## src/rtl/beamscaler_readout_ctrl.sv

```systemverilog
// beamscaler_readout_ctrl: sweeps the scaler RAM bank into framed stream snapshots
// and shares the RAM read port with a single host read port.
module beamscaler_readout_ctrl #(
  parameter int NWORDS     = 2,
  parameter int RD_LATENCY = 2,
  parameter int FIFO_DEPTH = 4
) (
  input  logic        wb_clk_i,
  input  logic        wb_rst_n_i,
  input  logic        enable_i,
  input  logic        done_i,
  input  logic        write_bank_i,
  output logic        scal_rd_o,
  output logic [7:0]  scal_adr_o,
  input  logic [31:0] scal_dat_i,
  output logic [31:0] m_tdata,
  output logic        m_tvalid,
  input  logic        m_tready,
  output logic        m_tlast,
  output logic        m_tuser,
  input  logic        host_rd_i,
  input  logic [7:0]  host_adr_i,
  output logic        host_ack_o,
  output logic [31:0] host_dat_o,
  output logic        host_busy_o,
  output logic [7:0]  overrun_cnt_o,
  output logic [7:0]  err_cnt_o
);
  localparam int AW = $clog2(FIFO_DEPTH);
  typedef enum logic [2:0] {IDLE, HEADER, SWEEP_LO, SWEEP_HI, DRAIN} state_t;
  state_t state, state_nx;
  logic bank, err, hp;
  logic [7:0] hadr;
  logic [15:0] frame_cnt;
  logic [6:0] idx;
  logic [2:0] starve;
  logic [RD_LATENCY-1:0] sr_v, sr_h, sr_l;
  logic [33:0] mem [FIFO_DEPTH];
  logic [AW:0] wp, rp, occ;
  logic [AW+1:0] infl;
  logic [33:0] din, head;
  logic credit, sweep_want, host_issue, sweep_issue, idx_end, last_issue;
  logic ret, hdr_push, push, pop, mismatch;
  // Sweep reads still in the return pipe hold a reserved FIFO slot.
  always_comb begin
    infl = '0;
    for (int i = 0; i < RD_LATENCY; i++) infl = infl + {{(AW+1){1'b0}}, sr_v[i] & ~sr_h[i]};
  end
  assign occ         = wp - rp;
  assign credit      = ({1'b0, occ} + infl) < (AW+2)'(FIFO_DEPTH);
  assign sweep_want  = (state == SWEEP_LO || state == SWEEP_HI) && credit;
  assign host_issue  = hp && (!sweep_want || starve == 3'd4);
  assign sweep_issue = sweep_want && !host_issue;
  assign idx_end     = idx == 7'(NWORDS - 1);
  assign last_issue  = sweep_issue && state == SWEEP_HI && idx_end;
  assign scal_rd_o   = host_issue || sweep_issue;
  assign scal_adr_o  = host_issue ? hadr : sweep_issue ? {state == SWEEP_HI, idx} : 8'h00;
  assign ret         = sr_v[RD_LATENCY-1] && !sr_h[RD_LATENCY-1];
  assign host_ack_o  = sr_v[RD_LATENCY-1] && sr_h[RD_LATENCY-1];
  assign host_dat_o  = host_ack_o ? scal_dat_i : 32'h0;
  assign host_busy_o = hp;
  assign mismatch    = write_bank_i != bank;
  assign hdr_push    = state == HEADER && credit;
  assign push        = hdr_push || ret;
  // The last sweep word folds in a bank flip seen on its own return cycle.
  assign din = hdr_push ? {2'b00, 8'hB5, 7'b0, bank, frame_cnt}
                        : {sr_l[RD_LATENCY-1], sr_l[RD_LATENCY-1] & (err | mismatch), scal_dat_i};
  assign head     = mem[rp[AW-1:0]];
  assign m_tvalid = occ != '0;
  assign m_tdata  = m_tvalid ? head[31:0] : 32'h0;
  assign m_tuser  = m_tvalid && head[32];
  assign m_tlast  = m_tvalid && head[33];
  assign pop      = m_tvalid && m_tready;
  always_comb begin
    state_nx = state;
    case (state)
      IDLE:     state_nx = (done_i && enable_i) ? HEADER : IDLE;
      HEADER:   state_nx = hdr_push ? SWEEP_LO : HEADER;
      SWEEP_LO: state_nx = (sweep_issue && idx_end) ? SWEEP_HI : SWEEP_LO;
      SWEEP_HI: state_nx = last_issue ? DRAIN : SWEEP_HI;
      DRAIN:    state_nx = (infl == '0) ? IDLE : DRAIN;
      default:  state_nx = IDLE;
    endcase
  end
  always_ff @(posedge wb_clk_i) if (push) mem[wp[AW-1:0]] <= din;
  always_ff @(posedge wb_clk_i or negedge wb_rst_n_i)
    if (!wb_rst_n_i) begin
      state         <= IDLE;
      bank          <= 1'b0;
      err           <= 1'b0;
      frame_cnt     <= '0;
      idx           <= '0;
      hp            <= 1'b0;
      hadr          <= '0;
      starve        <= '0;
      sr_v          <= '0;
      sr_h          <= '0;
      sr_l          <= '0;
      wp            <= '0;
      rp            <= '0;
      overrun_cnt_o <= '0;
      err_cnt_o     <= '0;
    end else begin
      state <= state_nx;
      if (state == IDLE) begin
        if (done_i && enable_i) begin
          bank <= write_bank_i;
          err  <= 1'b0;
        end
      end else err <= err | mismatch;
      if (hdr_push) frame_cnt <= frame_cnt + 16'd1;
      if (sweep_issue) idx <= idx_end ? 7'd0 : idx + 7'd1;
      if (host_issue) hp <= 1'b0;
      else if (host_rd_i && !hp) begin
        hp   <= 1'b1;
        hadr <= host_adr_i;
      end
      starve <= (host_issue || !hp) ? 3'd0 : sweep_issue ? starve + 3'd1 : starve;
      for (int i = 1; i < RD_LATENCY; i++) begin
        sr_v[i] <= sr_v[i-1];
        sr_h[i] <= sr_h[i-1];
        sr_l[i] <= sr_l[i-1];
      end
      sr_v[0] <= scal_rd_o;
      sr_h[0] <= host_issue;
      sr_l[0] <= last_issue;
      if (push) wp <= wp + 1'b1;
      if (pop) rp <= rp + 1'b1;
      if (done_i && state != IDLE && overrun_cnt_o != 8'hFF) overrun_cnt_o <= overrun_cnt_o + 8'd1;
      if (pop && m_tlast && m_tuser && err_cnt_o != 8'hFF) err_cnt_o <= err_cnt_o + 8'd1;
    end
endmodule

```

## config.mk

```make
export PLATFORM = sky130hd
export DESIGN_NAME = beamscaler_readout_ctrl
export DESIGN_NICKNAME = d
export VERILOG_FILES = /design/src/rtl/beamscaler_readout_ctrl.sv
export SDC_FILE = /design/constraint.sdc
export NUM_CORES = 1
export LEC_CHECK = 0
export ABC_AREA = 1
export CORE_MARGIN = 4
export CORE_UTILIZATION = 55
export CTS_CLUSTER_SIZE = 24
export DETAILED_ROUTE_END_ITERATION = 8
export PLACE_DENSITY = 0.81
export SYNTH_ARGS = -nofsm -noshare
export SYNTH_HDL_FRONTEND = slang
export SYNTH_SLANG_ARGS = --single-unit
```

## constraint.sdc

```tcl
create_clock -name wb_clk_i -period 4.71 [get_ports wb_clk_i]
set_input_delay 1.1775 -clock wb_clk_i [delete_from_list [all_inputs] [get_ports wb_clk_i]]
set_output_delay 1.1775 -clock wb_clk_i [all_outputs]
set_load 0.005 [all_outputs]
```

==> impl_metrics.tcl, run 1 <==
set metrics [dict create \
    hold_viol 0 \
    finalWirelength_mm 21.2 \
    arrival_ns 3.35 \
    final.min_clock_period_ns 4.53 \
    synth_enable_flop_cells 136 \
    num_rows 48 \
    vdd_ir_drop_max_uv 475 \
    antenna_cells 0 \
    coreArea_um2 17200 \
    initial_core_util_pct 56.0 \
    port_buffers 140 \
    clock_latency_ns 0.48 \
    layout_common_cells "nand2_1 (173), clkdlybuf4s50_1 (139), inv_1 (136), edfxtp_1 (136), nor2_1 (131)" \
    dp_hpwl_mm 13.9 \
    cp-start-kind "register" \
    rsz0062_at_grt "no" \
    maxCapViolCount 0 \
    ys_seq_elements 204 \
    cts_tree "done" \
    grt_pass1_vias 7109 \
    cts_hold_buf 0 \
    cp_max_fo 11 \
    fin_skew_ns 0.00824 \
    die_h_um 141 \
    grt-ovfl-total 0 \
    fin_nets 1184 \
    ys.flop_type "edfxtp_1" \
    vias 7089 \
    p_per_area_nw_per_um2 689 \
    dieArea_um2 19700 \
    synth_cell_types 39 \
    die_width_um 141 \
    seq_area_um2 5790 \
    nFillCells 1229 \
    clkTransAtPathRegs_ns 0.07 \
    async_flop_share_pct 33.3 \
    wl_per_cell_um 15.6 \
    syn_inst 974 \
    synth.cell_area_um2 9660 \
    antenna_found_initial 0 \
    slowest_stage "clkdlybuf4s50_1" \
    max_stage_delay_ns 0.53 \
    ys_warn_count 0 \
    firstDrtPassIters 5 \
    syn_avg_cell_area_um2 9.92 \
    grt_max_degree 72 \
    cts_made_buffers 20 \
    fin_tns_setup_ns 0 \
    ios 141 \
    place_congestion 0.849 \
    crit_type "reg -> out" \
    leakage_uw 0.00511 \
    crit_chain "inv_1, ha_1, inv_1, fa_1, ha_1, nand2_1, nor2_1, nor2_4, nand3_2, nor2_4, o21ai_4, o21ai_2, clkdlybuf4s50_1" \
    path_buf_inv 3 \
    dp_slack_ns 0.513 \
    fmax_mhz 221 \
    slew_headroom_pct 51.7 \
    ys_seq_area_share_pct 59.9 \
    h-tree-depth 1 \
    setup_slack_ns 0.180 \
    worst_pin_slew_ns 0.724 \
    ant_nets 0 \
    status "complete, no violations" \
    grt_pass1_wl_mm 34.9 \
    synth_nets 1038 \
    clockBufferDepth 3 \
    crit_path_end_kind "output port" \
    fin_crit_sh_pct 96.2 \
    drv_slew 0 \
    drt_iter0_drc 428 \
    crit_required_ns 3.53 \
    viasPerCell 5.22 \
    multi_input_area_um2 3180 \
    grt.total_usage_pct 21.5 \
    setup_viol 0 \
    hp-class "reg -> reg" \
    cp_top_family "adder cells" \
    cts-root-buf "clkbuf_16" \
    clock_sinks 204 \
    drc 0 \
    final_common_cell "nand2_1" \
    syn_to_final_growth_pct 24.7 \
    drive_above_1_share_pct 10.1 \
]
[layout make-up]
class                           instances  area share [%]
Clock buffer                           25            4.49
Clock inverter                         11            1.52
Inverter                              141            4.43
Multi-Input combinational cell        594            26.4
Sequential cell                       204            48.0
Tap cell                              225            2.34
Timing Repair Buffer                  159            12.8
[worst paths after layout]
kind / start / endpoint / slack (ns) / cells after the start
max in group asynchronous: wb_rst_n_i / frame_cnt[9] / 3.00 / 2
min in group asynchronous: wb_rst_n_i / idx[5] / 0.75 / 1
max reg2reg: wp[0] / mem[2][12] / 1.26 / 12
max: wp[0] / scal_adr_o[7] / 0.18 / 13
min reg2reg: sr_l[0] / sr_l[1] / 0.37 / 0
min: sr_l[0] / sr_l[1] / 0.37 / 0
[layer usage]
layer  up-vias  share of wire [%]  track usage [%]
met2       208                 50             37.1
met1      3361                 41             28.0
li1       3486                  -                -
met4         0                1.8             5.51
met5         -                  0                0
met3        34                7.2             4.30
[registers in the layout, indices dropped and copies added (netlist names)]
| register | count |
|---|---|
| bank | 1 |
| err | 1 |
| err_cnt_o | 8 |
| frame_cnt | 16 |
| hadr | 8 |
| host_busy_o | 1 |
| idx | 7 |
| mem | 136 |
| overrun_cnt_o | 8 |
| rp | 3 |
| sr_h | 2 |
| sr_l | 2 |
| sr_v | 2 |
| starve | 3 |
| state | 3 |
| wp | 3 |
[cells in the mapped netlist (7+ instances only)]
cell type	number	share of area [%]
o21ai_0	89	4.6
nand2_1	173	6.7
inv_1	137	5.3
xor2_1	22	2.0
buf_2	10	0.52
dfrtp_1	68	18
nor2_1	134	5.2
nand4_1	7	0.45
nand2_2	9	0.58
nor3_1	11	0.57
edfxtp_1	136	42
mux2_2	8	0.93
nand3_1	31	1.6
xnor2_1	8	0.73
clkbuf_1	16	0.62
ha_1	16	2.1
o21ai_2	20	1.8
o22ai_1	32	2.1
[logic make-up after synthesis]
logic type               after synthesis  synth area share, %
AND/OR/NAND/NOR                      385                 17.3
flip-flops                           204                 59.9
buffers and inverters                176                 7.56
AO/OA/AOI/OAI                        154                 9.33
XOR/XNOR                              30                 2.72
adder cells (fa/ha/maj)               17                 2.28
multiplexers                           8                0.933
[power by group]
group | internal, µW | total (µW) | leakage [µW] | switching [µW]
Sequential | 2540 | 2750 | 0.00213 | 217
Clock | 1090 | 1730 | 0.000356 | 643
Combinational | 1640 | 3810 | 0.00263 | 2170
Total | 5270 | 8300 | 0.00511 | 3030
[repair_timing]
item	4_1_cts	5_1_grt
gates resized for setup	1	1
cloned	0	0
setup endpoints to repair	1	8
setup buffers	0	7
[per-stage QoR]
step           instance area [µm²]  utilization, %  cells  hold WS [ns]  total power [µW]
6_report                     12000            69.9   1359         0.366              8300
5_1_grt                      12000            69.9   1359         0.369              8880
3_5_place_dp                 11300            65.3   1316         0.352              6520
3_3_place_gp                 11300            65.3   1316         0.336              6410
2_1_floorplan                 9660               -    974         0.331              4880
4_1_cts                      12000            69.6   1352         0.365              8290
Note: power is estimated with default switching activity, not from simulation.
==> run 2: changes to the inputs <==
Settings changed: CTS_BUF_LIST from default to sky130_fd_sc_hd__clkbuf_16.
==> impl_metrics.tcl, run 2 (synthesis gave the netlist of run 1 again) <==
set metrics [dict create \
    status "complete, no violations" \
    crit_required_ns 3.53 \
    coreArea_um2 17200 \
    grt-ovfl-total 0 \
    drv_slew 0 \
    wl_per_cell_um 15.6 \
    drt_iter0_drc 421 \
    path_buf_inv 3 \
    place_congestion 0.849 \
    utilization_pct 69.9 \
    cts_tree "done" \
    p_sw_share_pct 36.5 \
    cp-start-kind "register" \
    fin_crit_sh_pct 96.2 \
    crit_path_end_kind "output port" \
    hold_viol 0 \
    clockBufferDepth 3 \
    min_delay_path_depth 0 \
    clkTransAtPathRegs_ns 0.07 \
    cts_made_buffers 20 \
    clock_latency_ns 0.48 \
    ant_nets 0 \
    rsz0062_at_grt "no" \
    fin_tns_setup_ns 0 \
    final_common_cell "nand2_1" \
    worst_pin_slew_ns 0.724 \
    dp_hpwl_mm 13.9 \
    initial_core_util_pct 56.0 \
    leakage_uw 0.00513 \
    p_per_area_nw_per_um2 689 \
    cts-root-buf "clkbuf_16" \
    finalWirelength_mm 21.2 \
    r2r_cells 12 \
    slew_headroom_pct 51.7 \
    fin_nets 1184 \
    power.switching_uw 3030 \
    vias 7099 \
    p_seq_share_pct 33.2 \
    r2r_start "wp[0]" \
    fin_skew_ns 0.0117 \
    grt_max_degree 72 \
    syn_to_final_growth_pct 24.7 \
    hp-class "reg -> reg" \
    dieArea_um2 19700 \
    clock_sinks 204 \
    slowest_stage "clkdlybuf4s50_1" \
    hp-start "sr_l[0]" \
    ios 141 \
    final.min_clock_period_ns 4.53 \
    grt.total_usage_pct 21.5 \
    largest_register_ffs 136 \
    cts_hold_buf 0 \
    grt_pass1_vias 7109 \
    r2r_end "mem[3][10]" \
    firstDrtPassIters 5 \
    cp_top_family "adder cells" \
    viasPerCell 5.22 \
    crit_type "reg -> out" \
    nFillCells 1229 \
    port_buffers 140 \
    max_stage_delay_ns 0.53 \
    drive_above_1_share_pct 10.1 \
    arrival_ns 3.35 \
    cp_max_fo 11 \
    drc 0 \
    min_to "sr_l[1]" \
    crit_chain "inv_1, ha_1, inv_1, fa_1, ha_1, nand2_1, nor2_1, nor2_4, nand3_2, nor2_4, o21ai_4, o21ai_2, clkdlybuf4s50_1" \
    vdd_ir_drop_max_uv 475 \
    h-tree-depth 1 \
    grt_pass1_wl_mm 34.9 \
    clock_power_share_pct 20.8 \
    die_h_um 141 \
    maxCapViolCount 0 \
    fmax_mhz 221 \
    setup_viol 0 \
    num_rows 48 \
    die_width_um 141 \
    antenna_found_initial 0 \
    p_int_uw 5260 \
    layout_common_cells "nand2_1 (173), inv_1 (140), clkdlybuf4s50_1 (139)" \
    antenna_cells 0 \
    reg2reg_slack_ns 1.27 \
    comb_power_share_pct 46.0 \
]
run 2: changes by cell type in the layout (fill, tap and decap cells not counted):
cell	change
inv_1	+4
clkbuf_1	-4
run 2: layout make-up:
| cell class | instances | area [µm²] | share of cell area [%] |
|---|---|---|---|
| inverters | 141 | 534 | 4.43 |
| well taps | 225 | 282 | 2.34 |
| flip-flops and latches | 204 | 5790 | 48.0 |
| repair buffers | 159 | 1540 | 12.8 |
| clock inverters | 15 | 198 | 1.64 |
| clock buffers | 21 | 526 | 4.36 |
| multi-input cells | 594 | 3180 | 26.4 |
run 2: through the flow:
step	hold slack (ns)	instance area, µm²	power [µW]	std cells	worst slack (ns)
floorplan	0.331	9660	4880	974	0.648
global placement	0.336	11300	6410	1316	0.639
detailed placement	0.352	11300	6520	1316	0.513
CTS	0.365	12000	8290	1352	0.0488
global route	0.369	12000	8880	1359	0.0178
finish	0.366	12000	8300	1359	0.180
run 2: metal layers:
layer	routed length (µm)	GRT usage [%]	up-vias
li1	-	-	3485
met1	8610	28.0	3369
met2	10700	37.1	213
met3	1560	4.30	32
met4	372	5.51	0
met5	0	0	-
run 2: power groups by stage:
stage                     combinational, µW  sequential [µW]  clock, µW
after floorplan                        2130             2750          0
after global placement                 3630             2770          0
after detailed placement               3730             2780          0
after CTS                              3780             2760       1750
after global routing                   4230             2800       1840
final                                  3820             2750       1720
run 2: worst max-delay path by stage:
stage	from	to	depth (start not counted)
2_1_floorplan	rp[1]	mem[0][0]	12
3_3_place_gp	wp[0]	scal_adr_o[7]	13
3_5_place_dp	wp[0]	scal_adr_o[7]	13
4_1_cts	wp[0]	scal_adr_o[7]	13
5_1_grt	wp[0]	scal_adr_o[7]	13
6_report	wp[0]	scal_adr_o[7]	13
run 2: repair_timing:
item                       CTS  global route
setup endpoints to repair    1             8
buffers inserted             0             7
resized for setup            1             1
gates cloned                 0             0
==> variant, RTL diff (settings of run 1) <==
The parameter `RD_LATENCY` goes from 2 to 1.
--- a/src/rtl/beamscaler_readout_ctrl.sv
+++ b/src/rtl/beamscaler_readout_ctrl.sv
@@ -4,3 +4,3 @@
   parameter int NWORDS     = 2,
-  parameter int RD_LATENCY = 2,
+  parameter int RD_LATENCY = 1,
   parameter int FIFO_DEPTH = 4
Function: changed (a bounded check fails within 4 cycles, from zero or initial values and one cycle with wb_rst_n_i low).
==> variant against run 1 <==
Total power shrank 5.7%; final cell count shrank 2.0%; clock power shrank 13%; combinational power shrank 6.8%; design area shrank 3.3%; wire length shrank 4.3%; register-to-register slack gained 190 ps; worst setup slack gained 57 ps; global-route usage shrank 0.93 points; count of clock-buffer cells in the layout grew 3; sequential cell count shrank 3; synthesized area shrank 2.3%; critical path depth shrank 2; critical path type unchanged; highest routed layer unchanged.
==> variant: results (changes against run 1) <==
Seq area share=49.03% (+1.0 points); Overall Global Routing Usage=20.56% (-0.93 points); DP HPWL=13230 µm (-4.6%); Placed Area=11020 µm² (-2.1%); Sw Share=36.90% (+0.40 points); Async SR Flop Fraction=32.34% (-1.0 points); area of the multi-input gates=3028 µm² (-4.9%); Yosys cell types=35 (-10%); adder-cell share of the synthesized area=1.936% (-0.34 points); worst-margin pin slew=1131 ps (+406.7 ps); largest net degree at the start of global routing=58 (-19%); DRT iter0 DRCs=515 (+20%); met3 WL post-DR=1239 µm (-18%); clock group power=1.51 mW (-13%); Post-synth top cells=nand2_1, inv_1, edfxtp_1, nor2_1, o21ai_0; Hold Startpoint=starve[0]; Non-clk bufs=148 (-6.9%); post-synthesis mux area share=0.9548% (+0.022 points); cell class contributing the biggest share of worst-path delay=simple AND/OR/NAND/NOR gates; Worst setup startpoint=rp[0]; vias in the first global route=6817 (-4.1%); clock buffer count=28 (+12%); WL/cell=15.20 µm (-2.4%); NonClk Buf Share=12.50% (-0.27 points); outcome=finished, final reports clean; Placer Congestion=0.8432 (-0.72%); Inverters=146 (+3.5%); skew final=9.673 ps (+1.436 ps); met1 global-route usage=27.96% (about the same); pre-CTS setup slack=727.2 ps (+214.0 ps); Synth Register Bits=201 (-1.5%); comb pwr=3.55 mW (-6.8%); fin util=69.76% (-0.15 points); LEAKAGE=4.890 nW (-4.3%); Core ar.=16700 µm² (-3.1%); Syn Nets=1023 (-1.4%); routed wl met2=9690 µm (-9.0%); layout cell share with drive strength beyond 1=7.374% (-2.7 points); XOR/XNOR Fraction of Synth Area=2.785% (+0.065 points); Worst Path Arrival=3300 ps (-50 ps); VDD IR-drop max=0.0004526 V (-4.7%); number of nets in the layout=1159 (-2.1%); filler cell count=1259 (+2.4%); post-cts sizing count=0 (-1); Inserted Clock Buffers=21 (+5.0%); Synth area leaders=edfxtp_1, dfrtp_1, nand2_1; Total Routed Length=20240 µm (-4.3%); first-pass GRT wire length=33260 µm (-4.6%); met3 GRT Util=3.414% (-0.89 points)
## variant: cell count changes in the layout (fill, tap and decap cells not counted), moves of 4 or more
| cell | run 1 | this run |
|---|---|---|
| bufinv_16 | 5 | 0 |
| nand2_2 | 9 | 5 |
| o21ai_2 | 19 | 4 |
| clkinv_1 | 1 | 7 |
| nand3_1 | 31 | 26 |
| nor3_1 | 11 | 15 |
| buf_4 | 19 | 8 |
| o21ai_1 | 5 | 17 |
| nor2_1 | 131 | 124 |
| clkbuf_8 | 0 | 4 |
| inv_2 | 3 | 7 |
| nand3_2 | 3 | 7 |
## variant: worst paths after layout
check | to | slack [ps] | cells after the start
max in group asynchronous | frame_cnt[4] | 3020 | 2
hold reg to reg | starve[0] | 480 | 1
hold / removal | starve[0] | 480 | 1
setup reg to reg | mem[3][5] | 1450 | 11
min in group asynchronous | state[2] | 730 | 1
setup / recovery | m_tlast | 240 | 11
